### config.mk
export PLATFORM = sky130hd
export DESIGN_NAME = load_align_unit
export DESIGN_NICKNAME = d
export VERILOG_FILES = /design/src/rtl/load_align_pkg.sv /design/src/rtl/load_extract.sv /design/src/rtl/load_align_unit.sv
export SDC_FILE = /design/constraint.sdc
export NUM_CORES = 1
export LEC_CHECK = 0
export CAP_MARGIN = 20
export CORE_MARGIN = 2
export CORE_UTILIZATION = 35
export DETAILED_ROUTE_END_ITERATION = 7
export PLACE_DENSITY_LB_ADDON = 0.12
export SETUP_SLACK_MARGIN = 0.2
export SLEW_MARGIN = 20
export SYNTH_ARGS = -nofsm -noshare
export SYNTH_HDL_FRONTEND = slang
export SYNTH_HIERARCHICAL = 1
export SYNTH_SLANG_ARGS = --single-unit
export TNS_END_PERCENT = 50
### constraint.sdc
create_clock -name clk -period 7.7 [get_ports clk]
set_input_delay 1.925 -clock clk [delete_from_list [all_inputs] [get_ports clk]]
set_output_delay 1.925 -clock clk [all_outputs]
set_load 0.01 [all_outputs]
### src/rtl/load_align_pkg.sv
// Shared types for the load alignment path.
//   size_e  : access size encoding as presented by the LSU (byte/half/word/dword)
//   state_e : bus sequencing FSM states of load_align_unit
package load_align_pkg;

   typedef enum logic [1:0] {
      SZ_B = 2'd0,
      SZ_H = 2'd1,
      SZ_W = 2'd2,
      SZ_D = 2'd3
   } size_e;

   typedef enum logic [2:0] {
      ST_IDLE  = 3'd0,
      ST_REQ0  = 3'd1,
      ST_WAIT0 = 3'd2,
      ST_REQ1  = 3'd3,
      ST_WAIT1 = 3'd4,
      ST_RESP  = 3'd5
   } state_e;

endpackage

### src/rtl/load_extract.sv
// Combinational datum extraction for loads.
// Shifts the two-beat window {beat1, beat0} right by the byte offset, keeps the low
// 1<<size bytes and fills the remaining bytes with the datum sign bit (signext=1) or zero.
// Ports:
//   beat0, beat1 : first and second bus beats (beat1 is don't-care for non-crossing loads)
//   off          : byte offset of the load inside beat0
//   size         : access size
//   signext      : 1 = sign-extend, 0 = zero-extend
//   data         : right-justified, extended result
module load_extract
   import load_align_pkg::*;
#(
   parameter int unsigned XLEN = 32
) (
   input  logic [XLEN-1:0]              beat0,
   input  logic [XLEN-1:0]              beat1,
   input  logic [$clog2(XLEN/8)-1:0]    off,
   input  size_e                        size,
   input  logic                         signext,
   output logic [XLEN-1:0]              data
);

   localparam int unsigned BYTES = XLEN / 8;
   localparam int unsigned IDX_W = $clog2(2 * XLEN);

   logic [2*XLEN-1:0] shifted;
   logic [IDX_W-1:0]  msb_idx;
   logic              fill;
   int unsigned       nbytes;

   always_comb begin
      shifted = {beat1, beat0} >> {off, 3'b000};
      nbytes  = 32'd1 << size;
      msb_idx = IDX_W'((32'd8 << size) - 32'd1);
      fill    = signext & shifted[msb_idx];
      data    = '0;
      // Bytes beyond the datum become the fill byte; a full-width access leaves none.
      for (int unsigned i = 0; i < BYTES; i++) begin
         data[8*i +: 8] = (i < nbytes) ? shifted[8*i +: 8] : {8{fill}};
      end
   end

endmodule

### src/rtl/load_align_unit.sv
// Load alignment unit between the execute-stage LSU and the data-memory port.
// Accepts byte/half/word/dword loads at any byte address, issues naturally aligned bus
// reads and returns the right-justified, zero/sign-extended datum.
// Build option: define LOAD_SPLIT_EN to service loads that cross a bus-word boundary with
// two bus beats; without it such loads answer immediately with rsp_fault=1 and no bus access.
// Ports:
//   clk, rst_n                        : clock, asynchronous active-low reset
//   req_valid/req_ready/req_addr/
//   req_size/req_signext              : load request from the LSU
//   mem_req_valid/mem_req_ready/
//   mem_addr                          : aligned bus read request
//   mem_rvalid/mem_rdata              : in-order read data, one beat per request
//   rsp_valid/rsp_ready/rsp_data/
//   rsp_fault                         : load response
module load_align_unit
   import load_align_pkg::*;
#(
   parameter int unsigned XLEN   = 32,
   parameter int unsigned ADDR_W = 32
) (
   input  logic              clk,
   input  logic              rst_n,
   input  logic              req_valid,
   output logic              req_ready,
   input  logic [ADDR_W-1:0] req_addr,
   input  logic [1:0]        req_size,
   input  logic              req_signext,
   output logic              mem_req_valid,
   input  logic              mem_req_ready,
   output logic [ADDR_W-1:0] mem_addr,
   input  logic              mem_rvalid,
   input  logic [XLEN-1:0]   mem_rdata,
   output logic              rsp_valid,
   input  logic              rsp_ready,
   output logic [XLEN-1:0]   rsp_data,
   output logic              rsp_fault
);

   localparam int unsigned BYTES = XLEN / 8;
   localparam int unsigned OFF_W = $clog2(BYTES);

   state_e            state;
   logic [OFF_W-1:0]  off_q;
   size_e             size_q;
   logic              signext_q;
   logic [XLEN-1:0]   beat0_q;
   logic [XLEN-1:0]   ext_beat0;
   logic [XLEN-1:0]   ext_data;
   logic [ADDR_W-1:0] req_align;
   int unsigned       req_nbytes;
   logic              req_cross;
   logic              req_bad;
`ifdef LOAD_SPLIT_EN
   logic              cross_q;
`endif

   assign req_ready  = (state == ST_IDLE);
   assign req_align  = {req_addr[ADDR_W-1:OFF_W], {OFF_W{1'b0}}};
   assign req_nbytes = 32'd1 << req_size;
   assign req_cross  = (32'(req_addr[OFF_W-1:0]) + req_nbytes) > BYTES;

`ifdef LOAD_SPLIT_EN
   assign req_bad = (XLEN == 32) && (size_e'(req_size) == SZ_D);
`else
   assign req_bad = ((XLEN == 32) && (size_e'(req_size) == SZ_D)) || req_cross;
`endif

   // In WAIT0 the beat is still on the bus; later states use the buffered copy.
   assign ext_beat0 = (state == ST_WAIT0) ? mem_rdata : beat0_q;

   load_extract #(
      .XLEN (XLEN)
   ) u_extract (
      .beat0   (ext_beat0),
      .beat1   (mem_rdata),
      .off     (off_q),
      .size    (size_q),
      .signext (signext_q),
      .data    (ext_data)
   );

   always_ff @(posedge clk or negedge rst_n) begin
      if (!rst_n) begin
         state         <= ST_IDLE;
         off_q         <= '0;
         size_q        <= SZ_B;
         signext_q     <= 1'b0;
         beat0_q       <= '0;
         mem_req_valid <= 1'b0;
         mem_addr      <= '0;
         rsp_valid     <= 1'b0;
         rsp_data      <= '0;
         rsp_fault     <= 1'b0;
`ifdef LOAD_SPLIT_EN
         cross_q       <= 1'b0;
`endif
      end else begin
         case (state)
            ST_IDLE: begin
               if (req_valid) begin
                  off_q     <= req_addr[OFF_W-1:0];
                  size_q    <= size_e'(req_size);
                  signext_q <= req_signext;
`ifdef LOAD_SPLIT_EN
                  cross_q   <= req_cross;
`endif
                  if (req_bad) begin
                     state     <= ST_RESP;
                     rsp_valid <= 1'b1;
                     rsp_fault <= 1'b1;
                     rsp_data  <= '0;
                  end else begin
                     state         <= ST_REQ0;
                     mem_req_valid <= 1'b1;
                     mem_addr      <= req_align;
                  end
               end
            end
            ST_REQ0: begin
               if (mem_req_ready) begin
                  mem_req_valid <= 1'b0;
                  state         <= ST_WAIT0;
               end
            end
            ST_WAIT0: begin
               if (mem_rvalid) begin
                  beat0_q <= mem_rdata;
`ifdef LOAD_SPLIT_EN
                  if (cross_q) begin
                     state         <= ST_REQ1;
                     mem_req_valid <= 1'b1;
                     mem_addr      <= mem_addr + ADDR_W'(BYTES);
                  end else begin
                     state     <= ST_RESP;
                     rsp_valid <= 1'b1;
                     rsp_fault <= 1'b0;
                     rsp_data  <= ext_data;
                  end
`else
                  state     <= ST_RESP;
                  rsp_valid <= 1'b1;
                  rsp_fault <= 1'b0;
                  rsp_data  <= ext_data;
`endif
               end
            end
`ifdef LOAD_SPLIT_EN
            ST_REQ1: begin
               if (mem_req_ready) begin
                  mem_req_valid <= 1'b0;
                  state         <= ST_WAIT1;
               end
            end
            ST_WAIT1: begin
               if (mem_rvalid) begin
                  state     <= ST_RESP;
                  rsp_valid <= 1'b1;
                  rsp_fault <= 1'b0;
                  rsp_data  <= ext_data;
               end
            end
`endif
            ST_RESP: begin
               if (rsp_ready) begin
                  rsp_valid <= 1'b0;
                  state     <= ST_IDLE;
               end
            end
            default: begin
               state         <= ST_IDLE;
               mem_req_valid <= 1'b0;
               rsp_valid     <= 1'b0;
            end
         endcase
      end
   end

endmodule

* Word level (Yosys, flattened, before mapping)
Index checks and enable logic that the tools add are counted.
** Storage, ports and cells
- Bits in registers :: 105
- Bits of input ports :: 73
- Output and inout bits :: 68
- Word-level logic and storage cells :: 75
** Operators by class
- Add/sub/neg operators :: 2
- $lt $le $gt $ge :: 6
- Equal/unequal tests :: 10
- Shift-type cells :: 4
- Muxes and demuxes :: 28
- Bitwise logic cells :: 4
- Reduce and logical (&&, ||, !) cells :: 11
** Operator list (number)
- 32-bit 2-to-1 mux :: 4
- 1-bit by 32-bit < comparator with 1-bit output, first input constant :: 2
- 2-bit by 32-bit < comparator with 1-bit output, first input constant :: 2
- 32-bit one-hot mux with 2 select lines :: 1
- 1-bit by 2-bit << shifter with 32-bit output, first input constant :: 2
- 64-bit by 5-bit right shift with 64-bit output :: 1
- 2-bit by 32-bit adder with 32-bit output :: 1
- 32-bit by 3-bit greater-than comparator with 1-bit output, second input constant :: 1
- 8-bit 2-to-1 mux :: 4
- 3-bit 2-to-1 mux :: 5
- 3-bit one-hot mux with 4 select lines :: 1
- 4-bit AND reduction :: 3
- 2-bit != test, second input constant :: 5
- 1-bit 2-to-1 mux :: 9
- 6-bit by 7-bit < comparator with 1-bit output, second input constant :: 1
- 1-bit binary-select mux with 6-bit select :: 1
- 4-bit by 2-bit << shifter with 6-bit output, first input constant :: 1
- 6-bit by 1-bit subtractor with 6-bit output, second input constant :: 1
- 5-bit AND reduction :: 1
- 1-bit one-hot mux with 4 select lines :: 1
- 2-bit AND reduction :: 2
- 3-bit by 1-bit equality test with 1-bit output, second input constant :: 1
- 3-bit by 2-bit equality test with 1-bit output, second input constant :: 1
- 3-bit equality test, second input constant :: 1
- other kinds (11) :: 13

* Depth between registers and ports, before layout
- Word-level depth :: 9
- Mapped depth :: 11
- Mapped depth without buffers :: 8

* By module
The synthesis kept the hierarchy.
** By module, submodules not included
- load_align_unit :: instances 1, cells each 371, area each 4603.2 µm², seq. area each 2627.5 µm²
- load_extract :: instances 1, cells each 182, area each 1218.7 µm², seq. area each 0.0 µm²

* Least setup slack after synthesis
No wires, ideal clock.
- Path type :: input-to-reg
- From :: input req_size[1]
- To :: register mem_addr[14]
- Setup time :: 0.125 ns
- Arrival :: 3.663 ns
- Required time :: 7.575 ns
- Path slack :: 3.912 ns
- Cell stages on the path :: 9
- Path buffers :: 1
- Cells stage by stage :: nor2_1 -> ha_1 -> inv_1 -> fa_1 -> and2_1 -> o21ai_0 -> nand3_4 -> buf_6 -> mux2_4
** On the way
- Cells in the longest elaborated chain, start to end :: 6
- Elaborated cells between the ends (all ways) :: 7
- Classes of those cells :: 1 x add/sub; 1 x order compare; 1 x eq/ne; 1 x shift; 1 x bitwise; 2 x reduce/logical
** RTL lines
- from (decl) :: line load_align_unit.sv:26 : input logic [1:0] req_size,
- 1-bit by 2-bit << shifter with 32-bit output :: line load_align_unit.sv:59 : assign req_nbytes = 32'd1 << req_size;
- 2-bit by 32-bit adder with 32-bit output :: line load_align_unit.sv:60 : assign req_cross = (32'(req_addr[OFF_W-1:0]) + req_nbytes) > BYTES;
- 32-bit by 3-bit greater-than comparator with 1-bit output :: line load_align_unit.sv:60
- 1-bit logical OR * :: line load_align_unit.sv:65 : assign req_bad = ((XLEN == 32) && (size_e'(req_size) == SZ_D)) || req_cross;
- 1-bit NOT (no source line) *
- 3-bit AND reduction (no source line) *
- to (signal assigned) :: line load_align_unit.sv:115 : mem_addr <= req_align;
- to (decl) :: line load_align_unit.sv:30 : output logic [ADDR_W-1:0] mem_addr,
Every way passes the cells marked *; elsewhere a longest branch is shown, timed or not.
A chain may end at the register's enable or synchronous reset.

* Worst setup path after layout
- From :: input req_size[1]
- To :: register mem_addr[20]
The elaborated chain is that of the path after synthesis.

==> results.cfg <==
[global_route]
grt_util_all_layers = 0.171
grt_max_degree = 67
grt_pass1_vias = 4572
antenna_found_initial = 0
grt_remaining_overflow = 0
grt_pass1_wl_um = 23900

[drt]
detail_route.vias_per_cell = 4.95
drtIter0Drc = 151
drtPass1Iterations = 4
ant_nets = 0
wirelength_um = 14700
num_vias = 4426
drc = 0
wire_per_inst_um = 16.5

[placement]
pre_cts_ws_ns = 2.78
io_buffer_count = 138
gp_congestion = 0.811
dp_hpwl_um = 10500

[timing]
rsz0062_at_grt = no
period_share = 0.586
fin_ws_ns = 3.19
setup_viol = 0
slew_headroom = 0.277
timing.final.hold_violations = 0
worst_slew_pin_slew_ns = 1.08
fin_crit_ns = 4.51
finalSetupTns_ns = 0
fmaxAchievable_ghz = 0.222
finClkSkew_ns = 0.0103
slew_viol_final = 0

[layout]
area_delta_synth_final_pct = 30.2
num-fill-cells = 1512
n_antenna_cell = 0
utilization = 0.462
nets = 745
layout-drive-gt1-share = 0.175

[critical_path]
r2r_end = rsp_data[22]
end_kind = flip-flop
cp_data_required_time_ns = 7.94
cp_max_fo = 31
reg2reg_from = state[2]
worst-setup-path-type = in -> reg
r2r_cells = 8
crit_arrival_ns = 4.75
r2r_setup_slack_ns = 3.84
startpoint_type = input pin

[logic_synthesis]
ys_seq_area_frac = 0.451
ys.flop_type = dfrtp_1
synth_most_common_cell = nand2_1
synth_top_cell_area_share = 0.451
synth_seq_cells = 105
syn_avg_cell_area_um2 = 10.5
netlist_area_mm2 = 0.00582
yosysUniqueCellTypes = 43
ys_warn_count = 6
synthArstFlopShare = 1.00
synth_commonest_cells = nand2_1, dfrtp_1, mux2_2
synth-edff-count = 0
synth_cells = 553
ys_top_cells_by_area = dfrtp_1, mux2_2, nand2_1, mux2_4, a22o_1
yosys.area.top_type = dfrtp_1

[worst_hold_path]
holdPathStages = 2
hold_end = beat0_q[2]
hp-start = beat0_q[2]
holdCritPathClass = reg -> reg

[cts]
post-cts-setup-buffers = 0
cts_buffers = 9
clk_pin_slew_ns = 0.07
clock_latency_ns = 0.35
cts.path.max_buffers = 2
cts_resized = 0
cts_hold_buffers = 0
cts_root_buf = clkbuf_16
cts_tree = yes
htreeDepth = 3
cts_sinks = 105

[power]
powerDensity_mw_per_mm2 = 422
leakagePower_uw = 0.00348
ir_drop_mv = 0.172

[floorplanning]
ios = 141
fp.dieH_um = 133
core_area_mm2 = 0.0164
rows = 47
die_area_mm2 = 0.0177
die_w_um = 133
start_util = 0.355

[outcome]
status = complete, no violations

[run]
maxCapViolCount = 0
[how the worst max path moves through the flow]
stage                         to  slack, ns   startpoint  depth (start not counted)
floorplan           mem_addr[14]       3.91  req_size[1]                          9
global placement    mem_addr[18]       2.92  req_size[1]                          9
detailed placement   mem_addr[3]       2.78  req_size[1]                          9
CTS                 mem_addr[19]       3.16  req_size[1]                          9
global route        mem_addr[14]       2.96  req_size[1]                          9
finish              mem_addr[20]       3.19  req_size[1]                          9
[worst max-delay path: stages]
cell and delay [ns]:
clkdlybuf4s50_1 0.50, nor2_1 0.14, ha_1 0.16, inv_1 0.05, fa_1 0.41, and2_1 0.18
o21ai_0 0.34, nand3_4 0.55, mux2_4 0.48
[sequential cells by signal, indices dropped and copies added (netlist names), 2 cells and up]
signal,cells
beat0_q,32
rsp_data,32
mem_addr,30
state,3
off_q,2
size_q,2
[kinds of logic (layout without fill, tap and decap cells)]
group	Yosys count	count (layout)	share of synthesized area
simple gates	186	186	0.142
mux	111	111	0.230
flops	105	105	0.451
compound gates	98	98	0.120
buf+inv	49	169	0.0488
fa+ha+maj	3	3	0.00774
other cells	1	2	0.000644
[placed cells by master (no fill, tap or decap), types with 9 or more instances in the layout]
cell | Yosys | routed
a21oi_1 | 9 | 9
a22o_1 | 32 | 32
clkbuf_16 | 0 | 9
clkdlybuf4s50_1 | 0 | 137
dfrtp_1 | 105 | 104
inv_1 | 9 | 9
mux2_2 | 54 | 54
mux2_4 | 29 | 29
mux2i_1 | 27 | 27
nand2_1 | 133 | 133
nand3_1 | 11 | 11
nor2_1 | 15 | 15
o21ai_0 | 31 | 31
[layout make-up]
type | count | area, um2 | area share
multi-input combinational | 400 | 2920 | 0.385
sequential | 105 | 2630 | 0.347
timing repair buffer | 144 | 1420 | 0.188
tap | 220 | 275 | 0.0363
clock buffer | 10 | 229 | 0.0302
clock inverter | 6 | 72.6 | 0.00958
inverter | 9 | 33.8 | 0.00446
[where the power goes]
part	switching (uW)	total [uW]	internal (uW)
registers	226	1020	797
logic	780	1700	923
clock network	217	473	257
total	1220	3200	1980
[routing by layer]
layer,global-route usage,share of wire,routed length (um),up-vias
li1,-,-,-,2161
met1,0.206,0.43,6290,2141
met2,0.300,0.51,7450,111
met3,0.0479,0.053,787,13
met4,0.0472,0.013,195,0
met5,0,0,0,-
[stage by stage]
| stage | total power (uW) | hold slack, ns | cell area (um2) | instances |
|---|---|---|---|---|
| 2_1_floorplan | 2150 | 0.442 | 5830 | 554 |
| 5_1_grt | 3450 | 0.501 | 7580 | 894 |
| 6_report | 3200 | 0.471 | 7580 | 894 |
| 3_3_place_gp | 2730 | 0.453 | 7280 | 878 |
| 4_1_cts | 3250 | 0.477 | 7580 | 894 |
| 3_5_place_dp | 2750 | 0.458 | 7280 | 878 |
Note: power is estimated with default switching activity, not from simulation.
